--- src/rtl/pipeline_hazard_unit.sv ---
`default_nettype none
// ============================================================================
// Module   : pipeline_hazard_unit
// Brief    : RAW hazard detection, stall/flush control and EX operand
//            forwarding for a 5-stage in-order pipeline.
// Revision : 1.0 - initial release
// ============================================================================
module pipeline_hazard_unit #(
    parameter int FORWARDING = 1
) (
    input  logic        clock,
    input  logic        reset,
    input  logic        id_valid,
    input  logic [4:0]  id_rs1,
    input  logic [4:0]  id_rs2,
    input  logic        id_uses_rs1,
    input  logic        id_uses_rs2,
    input  logic [4:0]  id_rd,
    input  logic        id_reg_write,
    input  logic        id_is_load,
    input  logic        ex_redirect,
    output logic        pc_write_enable,
    output logic        if_id_write_enable,
    output logic        if_id_flush,
    output logic        id_ex_bubble,
    output logic [1:0]  forward_a_select,
    output logic [1:0]  forward_b_select,
    output logic [31:0] stall_cycles
);

    typedef struct packed {
        logic       valid;
        logic [4:0] rd;
        logic       reg_write;
        logic       is_load;
        logic [4:0] rs1;
        logic [4:0] rs2;
        logic       uses_rs1;
        logic       uses_rs2;
    } sb_entry_t;

    sb_entry_t   r_ex;
    sb_entry_t   r_mem;
    sb_entry_t   r_wb;
    sb_entry_t   w_id_entry;
    logic [31:0] r_stall_cycles;
    logic        w_stall;
    logic        w_stall_applied;
    logic [1:0]  w_fwd_a;
    logic [1:0]  w_fwd_b;
    logic        w_unused_fields;

    // x0 is hard-wired zero, so a write to it is never a producer.
    function automatic logic f_match(input sb_entry_t e, input logic [4:0] src,
                                     input logic uses);
        return e.valid && e.reg_write && (e.rd != 5'd0) && uses && (e.rd == src);
    endfunction

    function automatic logic [1:0] f_fwd_sel(input sb_entry_t mem_e, input sb_entry_t wb_e,
                                             input logic [4:0] src, input logic uses);
        if (f_match(mem_e, src, uses)) begin
            return 2'd1;
        end else if (f_match(wb_e, src, uses)) begin
            return 2'd2;
        end
        return 2'd0;
    endfunction

    generate
        if (FORWARDING != 0) begin : g_forwarding
            // Only a load in EX cannot be bypassed; everything else forwards.
            assign w_stall = id_valid && r_ex.is_load &&
                             (f_match(r_ex, id_rs1, id_uses_rs1) ||
                              f_match(r_ex, id_rs2, id_uses_rs2));
            assign w_fwd_a = f_fwd_sel(r_mem, r_wb, r_ex.rs1, r_ex.uses_rs1);
            assign w_fwd_b = f_fwd_sel(r_mem, r_wb, r_ex.rs2, r_ex.uses_rs2);
        end else begin : g_stall_only
            assign w_stall = id_valid &&
                             (f_match(r_ex,  id_rs1, id_uses_rs1) ||
                              f_match(r_ex,  id_rs2, id_uses_rs2) ||
                              f_match(r_mem, id_rs1, id_uses_rs1) ||
                              f_match(r_mem, id_rs2, id_uses_rs2) ||
                              f_match(r_wb,  id_rs1, id_uses_rs1) ||
                              f_match(r_wb,  id_rs2, id_uses_rs2));
            assign w_fwd_a = 2'd0;
            assign w_fwd_b = 2'd0;
        end
    endgenerate

    assign w_stall_applied = w_stall && !ex_redirect;

    always_comb begin
        pc_write_enable    = 1'b1;
        if_id_write_enable = 1'b1;
        if_id_flush        = 1'b0;
        id_ex_bubble       = 1'b0;
        forward_a_select   = w_fwd_a;
        forward_b_select   = w_fwd_b;
        if (!reset) begin
            pc_write_enable    = 1'b0;
            if_id_write_enable = 1'b0;
            id_ex_bubble       = 1'b1;
            forward_a_select   = 2'd0;
            forward_b_select   = 2'd0;
        end else if (ex_redirect) begin
            if_id_flush        = 1'b1;
            id_ex_bubble       = 1'b1;
        end else if (w_stall) begin
            pc_write_enable    = 1'b0;
            if_id_write_enable = 1'b0;
            id_ex_bubble       = 1'b1;
        end
    end

    always_comb begin
        w_id_entry          = '0;
        w_id_entry.valid    = id_valid && !id_ex_bubble;
        w_id_entry.rd       = id_rd;
        w_id_entry.reg_write= id_reg_write;
        w_id_entry.is_load  = id_is_load;
        w_id_entry.rs1      = id_rs1;
        w_id_entry.rs2      = id_rs2;
        w_id_entry.uses_rs1 = id_uses_rs1;
        w_id_entry.uses_rs2 = id_uses_rs2;
    end

    always_ff @(posedge clock or negedge reset) begin
        if (!reset) begin
            r_ex           <= '0;
            r_mem          <= '0;
            r_wb           <= '0;
            r_stall_cycles <= 32'd0;
        end else begin
            r_wb  <= r_mem;
            r_mem <= r_ex;
            r_ex  <= w_id_entry;
            if (w_stall_applied) begin
                r_stall_cycles <= r_stall_cycles + 32'd1;
            end
        end
    end

    assign stall_cycles    = r_stall_cycles;
    assign w_unused_fields = ^{r_ex, r_mem, r_wb};

endmodule
`default_nettype wire

--- config.mk ---
export PLATFORM = sky130hd
export DESIGN_NAME = pipeline_hazard_unit
export DESIGN_NICKNAME = d
export VERILOG_FILES = /design/src/rtl/pipeline_hazard_unit.sv
export SDC_FILE = /design/constraint.sdc
export NUM_CORES = 1
export LEC_CHECK = 0
export CAP_MARGIN = 20
export CORE_MARGIN = 4
export CORE_UTILIZATION = 46
export DETAILED_ROUTE_END_ITERATION = 6
export GPL_ROUTABILITY_DRIVEN = 0
export PLACE_DENSITY_LB_ADDON = 0.05
export SYNTH_ARGS = -nofsm -noshare
export SYNTH_HDL_FRONTEND = slang
export SYNTH_SLANG_ARGS = --single-unit
--- constraint.sdc ---
create_clock -name clock -period 1.86 [get_ports clock]
set_clock_uncertainty 0.1 [all_clocks]
set_input_delay 0.372 -clock clock [delete_from_list [all_inputs] [get_ports clock]]
set_output_delay 0.372 -clock clock [all_outputs]
set_load 0.005 [all_outputs]
==> results of run 1 <==
kinds of logic (layout without fill, tap and decap cells):
kind of cell	count (synthesis)	in the layout
xor+xnor	61	61
fa+ha+maj	1	1
compound gates	5	5
buf+inv	9	156
mux	1	1
flops	66	66
simple gates	97	97
worst max-delay path: stages:
cell and delay (ns):
sky130_fd_sc_hd__clkdlybuf4s50_1 0.45, sky130_fd_sc_hd__xor2_1 0.18, sky130_fd_sc_hd__nor4_2 0.34, sky130_fd_sc_hd__a32oi_2 0.12
sky130_fd_sc_hd__buf_4 0.18, sky130_fd_sc_hd__nand2b_4 0.14, sky130_fd_sc_hd__nand3b_1 0.11, sky130_fd_sc_hd__buf_2 0.13
sequential cells by signal (all words and copies together) (netlist names):
| name | cells |
|---|---|
| r_wb | 7 |
| r_mem | 7 |
| r_ex | 20 |
| stall_cycles | 32 |
power by group through the flow:
| stage | Combinational, mW | Sequential (mW) | Clock, mW |
|---|---|---|---|
| finish | 0.317 | 1.50 | 1.27 |
| CTS | 0.307 | 1.50 | 1.28 |
| global placement | 0.237 | 1.53 | 0 |
| floorplan | 0.0840 | 1.53 | 0 |
| global route | 0.340 | 1.51 | 1.37 |
| detailed placement | 0.240 | 1.53 | 0 |
stage by stage:
| stage | setup WS (ns) | std cells | area, um2 | setup TNS (ns) | hold slack, ns |
|---|---|---|---|---|---|
| floorplan | -0.1501 | 240 | 3042 | -0.2449 | -0.02359 |
| global placement | -0.9037 | 418 | 4055 | -22.11 | 0.2421 |
| detailed placement | -0.9361 | 418 | 4055 | -24.00 | 0.2417 |
| CTS | -0.6254 | 460 | 4845 | -18.06 | 0.1557 |
| global route | -0.6808 | 464 | 4975 | -18.64 | 0.09469 |
| finish | -0.6337 | 464 | 4975 | -16.13 | 0.1049 |
metal layers:
layer	vias to the layer above	part of all wire	GRT usage
met1	1236	0.43	0.2996
met3	8	0.036	0.04055
li1	1143	-	-
met4	0	0.0093	0.06766
met2	57	0.53	0.3853
met5	-	0	0
worst max path at each step:
| stage | slack (ns) | start | to | cells after the start |
|---|---|---|---|---|
| floorplan | -0.15 | r_ex[18] | pc_write_enable | 5 |
| global placement | -0.90 | id_rs1[4] | id_ex_bubble | 7 |
| detailed placement | -0.94 | id_rs2[3] | id_ex_bubble | 7 |
| CTS | -0.63 | r_ex[15] | id_ex_bubble | 8 |
| global route | -0.68 | id_rs2[2] | pc_write_enable | 8 |
| finish | -0.63 | id_rs2[2] | id_ex_bubble | 8 |
area by class of cell:
class,count,share of cell area
Multi-Input combinational cell,165,0.3335
Inverter,2,0.001509
Clock buffer,12,0.02716
Sequential cell,66,0.3322
Tap cell,77,0.01937
Timing Repair Buffer,139,0.2731
Clock inverter,3,0.01308
synthesized netlist by cell type (3+ instances only):
cell type                   n  area share
sky130_fd_sc_hd__dfrtp_1   66        0.55
sky130_fd_sc_hd__nor2_1     3      0.0037
sky130_fd_sc_hd__nor4_2    14       0.058
sky130_fd_sc_hd__nor3b_1    3      0.0075
sky130_fd_sc_hd__and4_1     3      0.0087
sky130_fd_sc_hd__nand4_1    6       0.012
sky130_fd_sc_hd__and2_1     5       0.010
sky130_fd_sc_hd__xnor2_1   21       0.061
sky130_fd_sc_hd__nor4b_2    3       0.015
sky130_fd_sc_hd__nor3_1    11       0.018
sky130_fd_sc_hd__and3_1     6       0.012
sky130_fd_sc_hd__nor4_1     3      0.0062
sky130_fd_sc_hd__nand2_1    9       0.011
sky130_fd_sc_hd__nand3_1   10       0.017
sky130_fd_sc_hd__nand2b_1   3      0.0062
sky130_fd_sc_hd__or4_1      3      0.0075
sky130_fd_sc_hd__xor2_1    40        0.12
sky130_fd_sc_hd__nand4b_1   4       0.012
timing repair:
item                                    CTS  global route
hold buffers                              1             0
setup buffers                            25            10
pin swaps                                55            38
gates cloned                              3             0
resized for setup                        93            29
endpoints found under the hold margin     2             0
endpoints found under the setup margin   40            42
==> results.sh, run 1 <==
export IMPL_hold_path_startpoint="id_rs2[3]"
export IMPL_synthXorXnorAreaFrac=0.1768
export IMPL_timing_critical_path_to_type="primary output"
export IMPL_netlist_instances=240
export IMPL_worstPathRequired_ns=1.39
export IMPL_power_share_sequential=0.486
export IMPL_timing_final_max_slew_violations=0
export IMPL_synth_adder_area_share=0.004141
export IMPL_initial_utilization=0.4759
export IMPL_power_ir_vdd_worst_mv=0.3991
export IMPL_pin_slew_with_the_least_headroom_to_its_limit_ns=0.5078
export IMPL_clock_tree_buffer_depth=2
export IMPL_route_antenna_remaining_nets=0
export IMPL_most_common_library_cell_in_the_layout_ignoring_fill_and_taps="sky130_fd_sc_hd__dfrtp_1"
export IMPL_r2r_end="stall_cycles[17]"
export IMPL_routed_via_count=2444
export IMPL_starting_drc_count_in_detailed_routing=106
export IMPL_synth_top_family_by_area="simple AND/OR/NAND/NOR gates"
export IMPL_core_area_um2=6350
export IMPL_register_bit_total_from_synthesis=66
export IMPL_worst_r2r_startpoint="r_ex[15]"
export IMPL_pwr_share_clk=0.411
export IMPL_drive_above_1_share=0.3747
export IMPL_synth_yosys_seq_area_share=0.5466
export IMPL_synth_edf_count=0
export IMPL_power_leakage_nw=2.526
export IMPL_worst_hold_path_endpoint="r_ex[5]"
export IMPL_clk_transition_reported_paths_ns=0.07
export IMPL_num_fill_cells=384
export IMPL_synth_compound_gate_area_share=0.01615
export IMPL_setup_ws_ns=-0.6337
export IMPL_pin_count=63
export IMPL_status="complete, but fails checks"
export IMPL_grt_overflow=0
export IMPL_cts_root_buf="sky130_fd_sc_hd__clkbuf_8"
export IMPL_fmaxAchievable_mhz=401.0
export IMPL_timing_final_hold_violations=0
export IMPL_io_buffers=62
export IMPL_dp_hpwl_um=5168
export IMPL_cts_tree="built"
export IMPL_grt_setup_unrepaired="true"
export IMPL_cts_htree_levels=3
export IMPL_violations_in_the_final_reports="negative setup slack"
export IMPL_total_length_of_routed_wires_um=8502
export IMPL_power_total_mw=3.091
export IMPL_worst_slew_margin_rel=0.6589
export IMPL_maximum_number_of_pins_on_one_net_before_global_route_repair=39
export IMPL_synth_area_um2=3022
export IMPL_synthesis_nets=264
export IMPL_tritoncts_num_buffers=9
export IMPL_firstDrtPassIters=4
export IMPL_startpoint_type="primary input"
export IMPL_grt_first_pass_wirelength_um=13420
export IMPL_post_synth_mux_area_share=0.003727
export IMPL_die_height_um=89.05
export IMPL_max_capacitance_violation_count=0
export IMPL_worstSkewPairLatency_ns=0.33
export IMPL_synth_distinct_cells=38
export IMPL_synth_simple_gate_area_share=0.2356
export IMPL_dieArea_um2=7930
export IMPL_critPathMaxFanout=2
export IMPL_most_frequent_cells_in_the_layout="sky130_fd_sc_hd__dfrtp_1, sky130_fd_sc_hd__buf_4, sky130_fd_sc_hd__clkdlybuf4s50_1"
export IMPL_seq_area_um2=1653
export IMPL_rows=29
export IMPL_warnings_from_yosys=0
export IMPL_post_syn_area_per_cell_um2=12.59
export IMPL_p_switching_uw=697.6
export IMPL_hold_class="primary input to register"
export IMPL_critPathKind="primary input to primary output"
export IMPL_ys_dominant_reg_cell="sky130_fd_sc_hd__dfrtp_1"
export IMPL_postLayoutCoreUtil=0.7834
export IMPL_finalCritPeriodShare=1.341
export IMPL_multi_input_comb_area_um2=1659
export IMPL_nNetsFinal=407
export IMPL_p_int_mw=2.393
export IMPL_critical_path_arrival_ns=2.02
export IMPL_min_path_cells=1
export IMPL_setup_viol=39
export IMPL_global_route_usage_total=0.2271
export IMPL_rrSetupSlack_ns=-0.53
export IMPL_area_delta_synth_final_pct=64.64
export IMPL_async_reset_ff_frac=1.000
export IMPL_pwr_share_comb=0.102
export IMPL_antenna_cells_inserted=0
export IMPL_cts_num_sinks=66
export IMPL_r2r_worst_path_cells=11
export IMPL_grt_pass1_vias=2656
export IMPL_p_sw_frac=0.2257
export IMPL_drt_vias_per_instance=5.267
export IMPL_powerDensity_nw_per_um2=621.3
export IMPL_wire_per_inst_um=18.32
export IMPL_grt_antenna_before_repair=0
export IMPL_period_minus_slack_ns=2.494
export IMPL_drc_errors=0
export IMPL_die_width_um=89.05
No activity file was read; power rests on OpenSTA's default activity.
==> inputs of run 2 (changes only) <==
--- a/config.mk
+++ b/config.mk
@@ -5,10 +5,12 @@
 export SDC_FILE = /design/constraint.sdc
 export NUM_CORES = 1
 export LEC_CHECK = 0
+export ABC_AREA = 1
 export CAP_MARGIN = 20
 export CORE_MARGIN = 4
-export CORE_UTILIZATION = 46
+export CORE_UTILIZATION = 50
 export DETAILED_ROUTE_END_ITERATION = 6
+export DONT_BUFFER_PORTS = 1
 export GPL_ROUTABILITY_DRIVEN = 0
 export PLACE_DENSITY_LB_ADDON = 0.05
 export SYNTH_ARGS = -nofsm -noshare
==> results.sh, run 2 <==
export IMPL_status="complete, but fails checks"
export IMPL_violations_in_the_final_reports="negative hold slack, negative setup slack"
export IMPL_stdcell_area_um2=4467
export IMPL_register_bit_total_from_synthesis=66
export IMPL_synth_area_um2=3705
export IMPL_total_length_of_routed_wires_um=9350
export IMPL_cts_htree_levels=3
export IMPL_async_reset_ff_frac=1.000
export IMPL_max_capacitance_violation_count=0
export IMPL_hold_class="primary input to async pin"
export IMPL_seq_area_um2=1663
export IMPL_warnings_from_yosys=0
export IMPL_period_minus_slack_ns=1.953
export IMPL_power_ir_vdd_worst_mv=0.5835
export IMPL_critPathKind="register to primary output"
export IMPL_grt_antenna_before_repair=0
export IMPL_grt_setup_unrepaired="true"
export IMPL_grt_pass1_vias=3034
export IMPL_drt_vias_per_instance=5.187
export IMPL_routed_via_count=3304
export IMPL_worst_slew_margin_rel=0.7943
export IMPL_synth_yosys_seq_area_share=0.4458
export IMPL_dieArea_um2=8851
export IMPL_drive_above_1_share=0.1914
export IMPL_grt_overflow=0
export IMPL_io_buffers=0
export IMPL_timing_critical_path_to_type="primary output"
export IMPL_global_route_usage_total=0.2157
export IMPL_placement_cell_area_um2=3857
export IMPL_maximum_number_of_pins_on_one_net_before_global_route_repair=72
export IMPL_rows=31
export IMPL_r2r_worst_path_cells=11
export IMPL_synthTopCellsByArea="sky130_fd_sc_hd__dfrtp_1, sky130_fd_sc_hd__nand2_1, sky130_fd_sc_hd__inv_1"
export IMPL_max_ffs_per_register=32
export IMPL_setup_ws_ns=-0.09313
export IMPL_netlist_instances=497
export IMPL_multi_input_comb_area_um2=1740
export IMPL_timing_final_max_slew_violations=0
export IMPL_die_height_um=94.08
export IMPL_yosys_area_top_type="sky130_fd_sc_hd__dfrtp_1"
export IMPL_antenna_cells_inserted=0
export IMPL_critical_path_endpoint="forward_a_select[1]"
export IMPL_postLayoutCoreUtil=0.6191
export IMPL_synth_cells_most_frequent="sky130_fd_sc_hd__nand2_1, sky130_fd_sc_hd__inv_1, sky130_fd_sc_hd__dfrtp_1, sky130_fd_sc_hd__nand3_1, sky130_fd_sc_hd__nor2_1"
export IMPL_rrSetupSlack_ns=0.12
export IMPL_fmaxAchievable_mhz=512.0
export IMPL_drc_errors=0
export IMPL_area_delta_synth_final_pct=20.57
export IMPL_pin_slew_with_the_least_headroom_to_its_limit_ns=0.3057
export IMPL_setup_viol=7
export IMPL_r2r_end="stall_cycles[24]"
export IMPL_hold_buffer_count_at_cts=19
export IMPL_die_width_um=94.08
export IMPL_timing_final_hold_violations=66
export IMPL_timing_critical_path_from="r_mem[15]"
export IMPL_post_synth_top_count_cell="sky130_fd_sc_hd__nand2_1"
export IMPL_cts_num_sinks=66
export IMPL_dp_hpwl_um=6398
export IMPL_netlist_area_leader_share=0.4458
export IMPL_nNetsFinal=557
export IMPL_cts_tree="built"
export IMPL_starting_drc_count_in_detailed_routing=173
export IMPL_route_antenna_remaining_nets=0
export IMPL_most_common_library_cell_in_the_layout_ignoring_fill_and_taps="sky130_fd_sc_hd__nand2_1"
export IMPL_worstPathRequired_ns=1.39
export IMPL_grt_first_pass_wirelength_um=14860
export IMPL_core_area_um2=7214
export IMPL_synth_distinct_cells=29
export IMPL_startpoint_type="register"
export IMPL_firstDrtPassIters=5
export IMPL_power_leakage_nw=2.145
export IMPL_hold_slack_ns=-0.3876
export IMPL_worstSkewPairLatency_ns=0.34
export IMPL_critPathMaxFanout=5
export IMPL_synthesis_nets=521
export IMPL_powerDensity_nw_per_um2=655.6
export IMPL_synth_edf_count=0
export IMPL_clock_tree_buffer_depth=2
export IMPL_critical_path_arrival_ns=1.48
export IMPL_pin_count=63
export IMPL_initial_utilization=0.5135
export IMPL_clk_transition_reported_paths_ns=0.08
export IMPL_cts_root_buf="sky130_fd_sc_hd__clkbuf_8"
export IMPL_tritoncts_num_buffers=9
export IMPL_wire_per_inst_um=14.68
export IMPL_ys_dominant_reg_cell="sky130_fd_sc_hd__dfrtp_1"
export IMPL_most_frequent_cells_in_the_layout="sky130_fd_sc_hd__nand2_1, sky130_fd_sc_hd__inv_1, sky130_fd_sc_hd__dfrtp_1"
export IMPL_finalCritPeriodShare=1.050
export IMPL_num_fill_cells=675
export IMPL_fin_setup_tns_ns=-0.3977
export IMPL_worst_r2r_startpoint="r_ex[17]"
export IMPL_post_syn_area_per_cell_um2=7.454
## run 2: how the worst min path moves through the flow
stage                      from                to  slack [ns]  cells after the start
after floorplan           reset           r_ex[0]       -0.02                      0
after global placement    reset          r_wb[13]       -0.02                      0
after detailed placement  reset         r_mem[13]       -0.02                      0
after CTS                 reset  stall_cycles[25]       -0.40                      0
after global routing      reset          r_wb[19]       -0.42                      0
final                     reset          r_wb[13]       -0.39                      0
## run 2: critical path: stages, from the launching register on
cell and delay (ns):
sky130_fd_sc_hd__dfrtp_1 0.46, sky130_fd_sc_hd__o21ai_0 0.22, sky130_fd_sc_hd__a21oi_1 0.07, sky130_fd_sc_hd__nand3_1 0.13
sky130_fd_sc_hd__nor2_1 0.06, sky130_fd_sc_hd__nor3_2 0.19
## run 2: timing repair
item,in CTS,in global routing
resized for setup,11,28
hold endpoints to repair,85,66
buffers inserted,2,2
setup endpoints to repair,7,30
cloned,0,2
pin swaps,10,7
## run 2: metrics by stage
stage	hold slack [ns]	worst slack, ns	total power [mW]	cells
4_1_cts	-0.4039	-0.1142	2.941	633
5_1_grt	-0.4164	-0.1989	3.054	637
6_report	-0.3876	-0.09313	2.928	637
3_3_place_gp	-0.02142	0.07449	1.658	596
2_1_floorplan	-0.02359	0.08997	1.632	497
3_5_place_dp	-0.02126	0.02620	1.659	596
## run 2: final cells by class
cell class,count,share of cell area
inverter,93,0.07871
sequential,66,0.3723
clock inverter,7,0.01709
clock buffer,9,0.02773
multi-input combinational,325,0.3896
tap,99,0.02773
timing repair buffer,38,0.08683
## run 2: routing by layer
layer	global-route usage	routed length, um
met1	0.3057	4217
met2	0.3199	4324
met3	0.04647	657
met4	0.08664	150
met5	0	0
## run 2: cell families after synthesis
group / Yosys count / share of synthesized area
adder cells (fa/ha/maj): 1 / 0.003377
XOR/XNOR: 9 / 0.02128
flip-flops: 66 / 0.4458
buffers and inverters: 106 / 0.1162
AND/OR/NAND/NOR: 296 / 0.3701
AO/OA/AOI/OAI: 19 / 0.04323
## run 2: where the power goes
group          leakage [nW]  total, mW  switching, mW  internal [mW]
Combinational          1.26      0.185         0.0944         0.0907
Sequential            0.787       1.51         0.0399           1.47
Clock                0.0962       1.23          0.603          0.628
==> inputs of run 3 (changes only) <==
--- a/config.mk
+++ b/config.mk
@@ -13,6 +13,7 @@
 export DONT_BUFFER_PORTS = 1
 export GPL_ROUTABILITY_DRIVEN = 0
 export PLACE_DENSITY_LB_ADDON = 0.05
+export SKIP_LAST_GASP = 1
 export SYNTH_ARGS = -nofsm -noshare
 export SYNTH_HDL_FRONTEND = slang
 export SYNTH_SLANG_ARGS = --single-unit
==> results.sh, run 3 (synthesis gave the netlist of run 2 again) <==
export IMPL_pin_slew_with_the_least_headroom_to_its_limit_ns=0.3061
export IMPL_drt_vias_per_instance=5.149
export IMPL_grt_antenna_before_repair=0
export IMPL_pin_count=63
export IMPL_startpoint_type="register"
export IMPL_die_width_um=94.08
export IMPL_drive_above_1_share=0.1877
export IMPL_grt_setup_unrepaired="true"
export IMPL_antenna_cells_inserted=0
export IMPL_setup_ws_ns=-0.09825
export IMPL_fmaxAchievable_mhz=510.7
export IMPL_worstPathRequired_ns=1.39
export IMPL_hold_buffer_count_at_cts=19
export IMPL_total_length_of_routed_wires_um=9337
export IMPL_drc_errors=0
export IMPL_most_frequent_cells_in_the_layout="sky130_fd_sc_hd__nand2_1, sky130_fd_sc_hd__inv_1, sky130_fd_sc_hd__dfrtp_1"
export IMPL_finalCritPeriodShare=1.053
export IMPL_nNetsFinal=557
export IMPL_cts_num_sinks=66
export IMPL_timing_final_max_slew_violations=0
export IMPL_firstDrtPassIters=5
export IMPL_placement_cell_area_um2=3857
export IMPL_dp_hpwl_um=6398
export IMPL_clk_transition_reported_paths_ns=0.08
export IMPL_stdcell_count=637
export IMPL_global_route_usage_total=0.2157
export IMPL_placedCellCount=596
export IMPL_timing_final_hold_violations=66
export IMPL_timing_critical_path_to_type="primary output"
export IMPL_setup_viol=7
export IMPL_critPathMaxFanout=5
export IMPL_rows=31
export IMPL_violations_in_the_final_reports="negative hold slack, negative setup slack"
export IMPL_wire_per_inst_um=14.66
export IMPL_max_ffs_per_register=32
export IMPL_worst_slew_margin_rel=0.7941
export IMPL_stdcell_area_um2=4459
export IMPL_max_capacitance_violation_count=0
export IMPL_hold_slack_ns=-0.3899
export IMPL_route_antenna_remaining_nets=0
export IMPL_most_common_library_cell_in_the_layout_ignoring_fill_and_taps="sky130_fd_sc_hd__nand2_1"
export IMPL_tritoncts_num_buffers=9
export IMPL_period_minus_slack_ns=1.958
export IMPL_grt_first_pass_wirelength_um=14860
export IMPL_routed_via_count=3280
export IMPL_clock_tree_buffer_depth=2
export IMPL_grt_pass1_vias=3034
export IMPL_core_area_um2=7214
export IMPL_maximum_number_of_pins_on_one_net_before_global_route_repair=72
export IMPL_die_height_um=94.08
export IMPL_cts_root_buf="sky130_fd_sc_hd__clkbuf_8"
export IMPL_dieArea_um2=8851
export IMPL_power_leakage_nw=2.145
export IMPL_worstSkewPairLatency_ns=0.35
export IMPL_starting_drc_count_in_detailed_routing=168
export IMPL_cts_htree_levels=3
export IMPL_io_buffers=0
export IMPL_critPathKind="register to primary output"
export IMPL_initial_utilization=0.5135
export IMPL_power_ir_vdd_worst_mv=0.5884
export IMPL_hold_class="primary input to async pin"
export IMPL_grt_overflow=0
export IMPL_power_total_mw=2.930
export IMPL_powerDensity_nw_per_um2=657.2
export IMPL_area_delta_synth_final_pct=20.36
export IMPL_cts_tree="built"
export IMPL_critical_path_arrival_ns=1.49
export IMPL_status="complete, but fails checks"
run 3: timing repair:
item / CTS / global route
gates cloned: 0 / 2
pin swaps: 10 / 7
buffers inserted: 2 / 2
setup endpoints to repair: 7 / 30
hold endpoints to repair: 85 / 66
gates resized for setup: 11 / 25
run 3: metrics by stage:
step	hold WS, ns	setup slack (ns)	TNS, ns	utilization
floorplan	-0.02359	0.08997	0	-
global placement	-0.02142	0.07449	0	0.5347
detailed placement	-0.02126	0.02620	0	0.5347
CTS	-0.4039	-0.1142	-0.5715	0.5973
global route	-0.4164	-0.1989	-1.090	0.6181
finish	-0.3899	-0.09825	-0.4288	0.6181
run 3: worst max-delay path: stages (launching register included):
cell and delay [ns]:
sky130_fd_sc_hd__dfrtp_1 0.46, sky130_fd_sc_hd__o21ai_0 0.23, sky130_fd_sc_hd__a21oi_1 0.07, sky130_fd_sc_hd__nand3_1 0.13, sky130_fd_sc_hd__nor2_1 0.06, sky130_fd_sc_hd__nor3_2 0.19
run 3: metal layers:
layer	GRT usage	part of all wire	up-vias	wire, um
met5	0	0	-	0
met4	0.08664	0.016	0	150
met3	0.04647	0.070	11	650
met2	0.3199	0.45	84	4207
met1	0.3057	0.46	1543	4328
li1	-	-	1642	-
run 3: path summary, 6_finish.rpt:
check | depth (start not counted) | slack [ns] | to | from
worst min register to register | 0 | 0.28 | r_mem[19] | r_ex[19]
max in group asynchronous | 0 | 1.91 | stall_cycles[12] | reset
min in group clock | 2 | 0.02 | r_ex[19] | id_valid
worst max register to register | 11 | 0.12 | stall_cycles[24] | r_ex[17]
worst min-delay path | 0 | -0.39 | r_wb[13] | reset
worst max-delay path | 5 | -0.1 | forward_a_select[1] | r_mem[15]
run 3: cell type report:
class	instances	area [um2]
flip-flops and latches	66	1663
inverters	93	349.1
clock buffers	9	123.9
multi-input cells	325	1735
fillers	675	2755
well taps	99	123.9
repair buffers	38	387.9
clock inverters	7	76.32
run 3: power breakdown:
part           switching, mW  internal [mW]
Sequential            0.0397           1.47
Combinational         0.0936         0.0901
Clock                  0.607          0.627
Total                  0.740           2.19
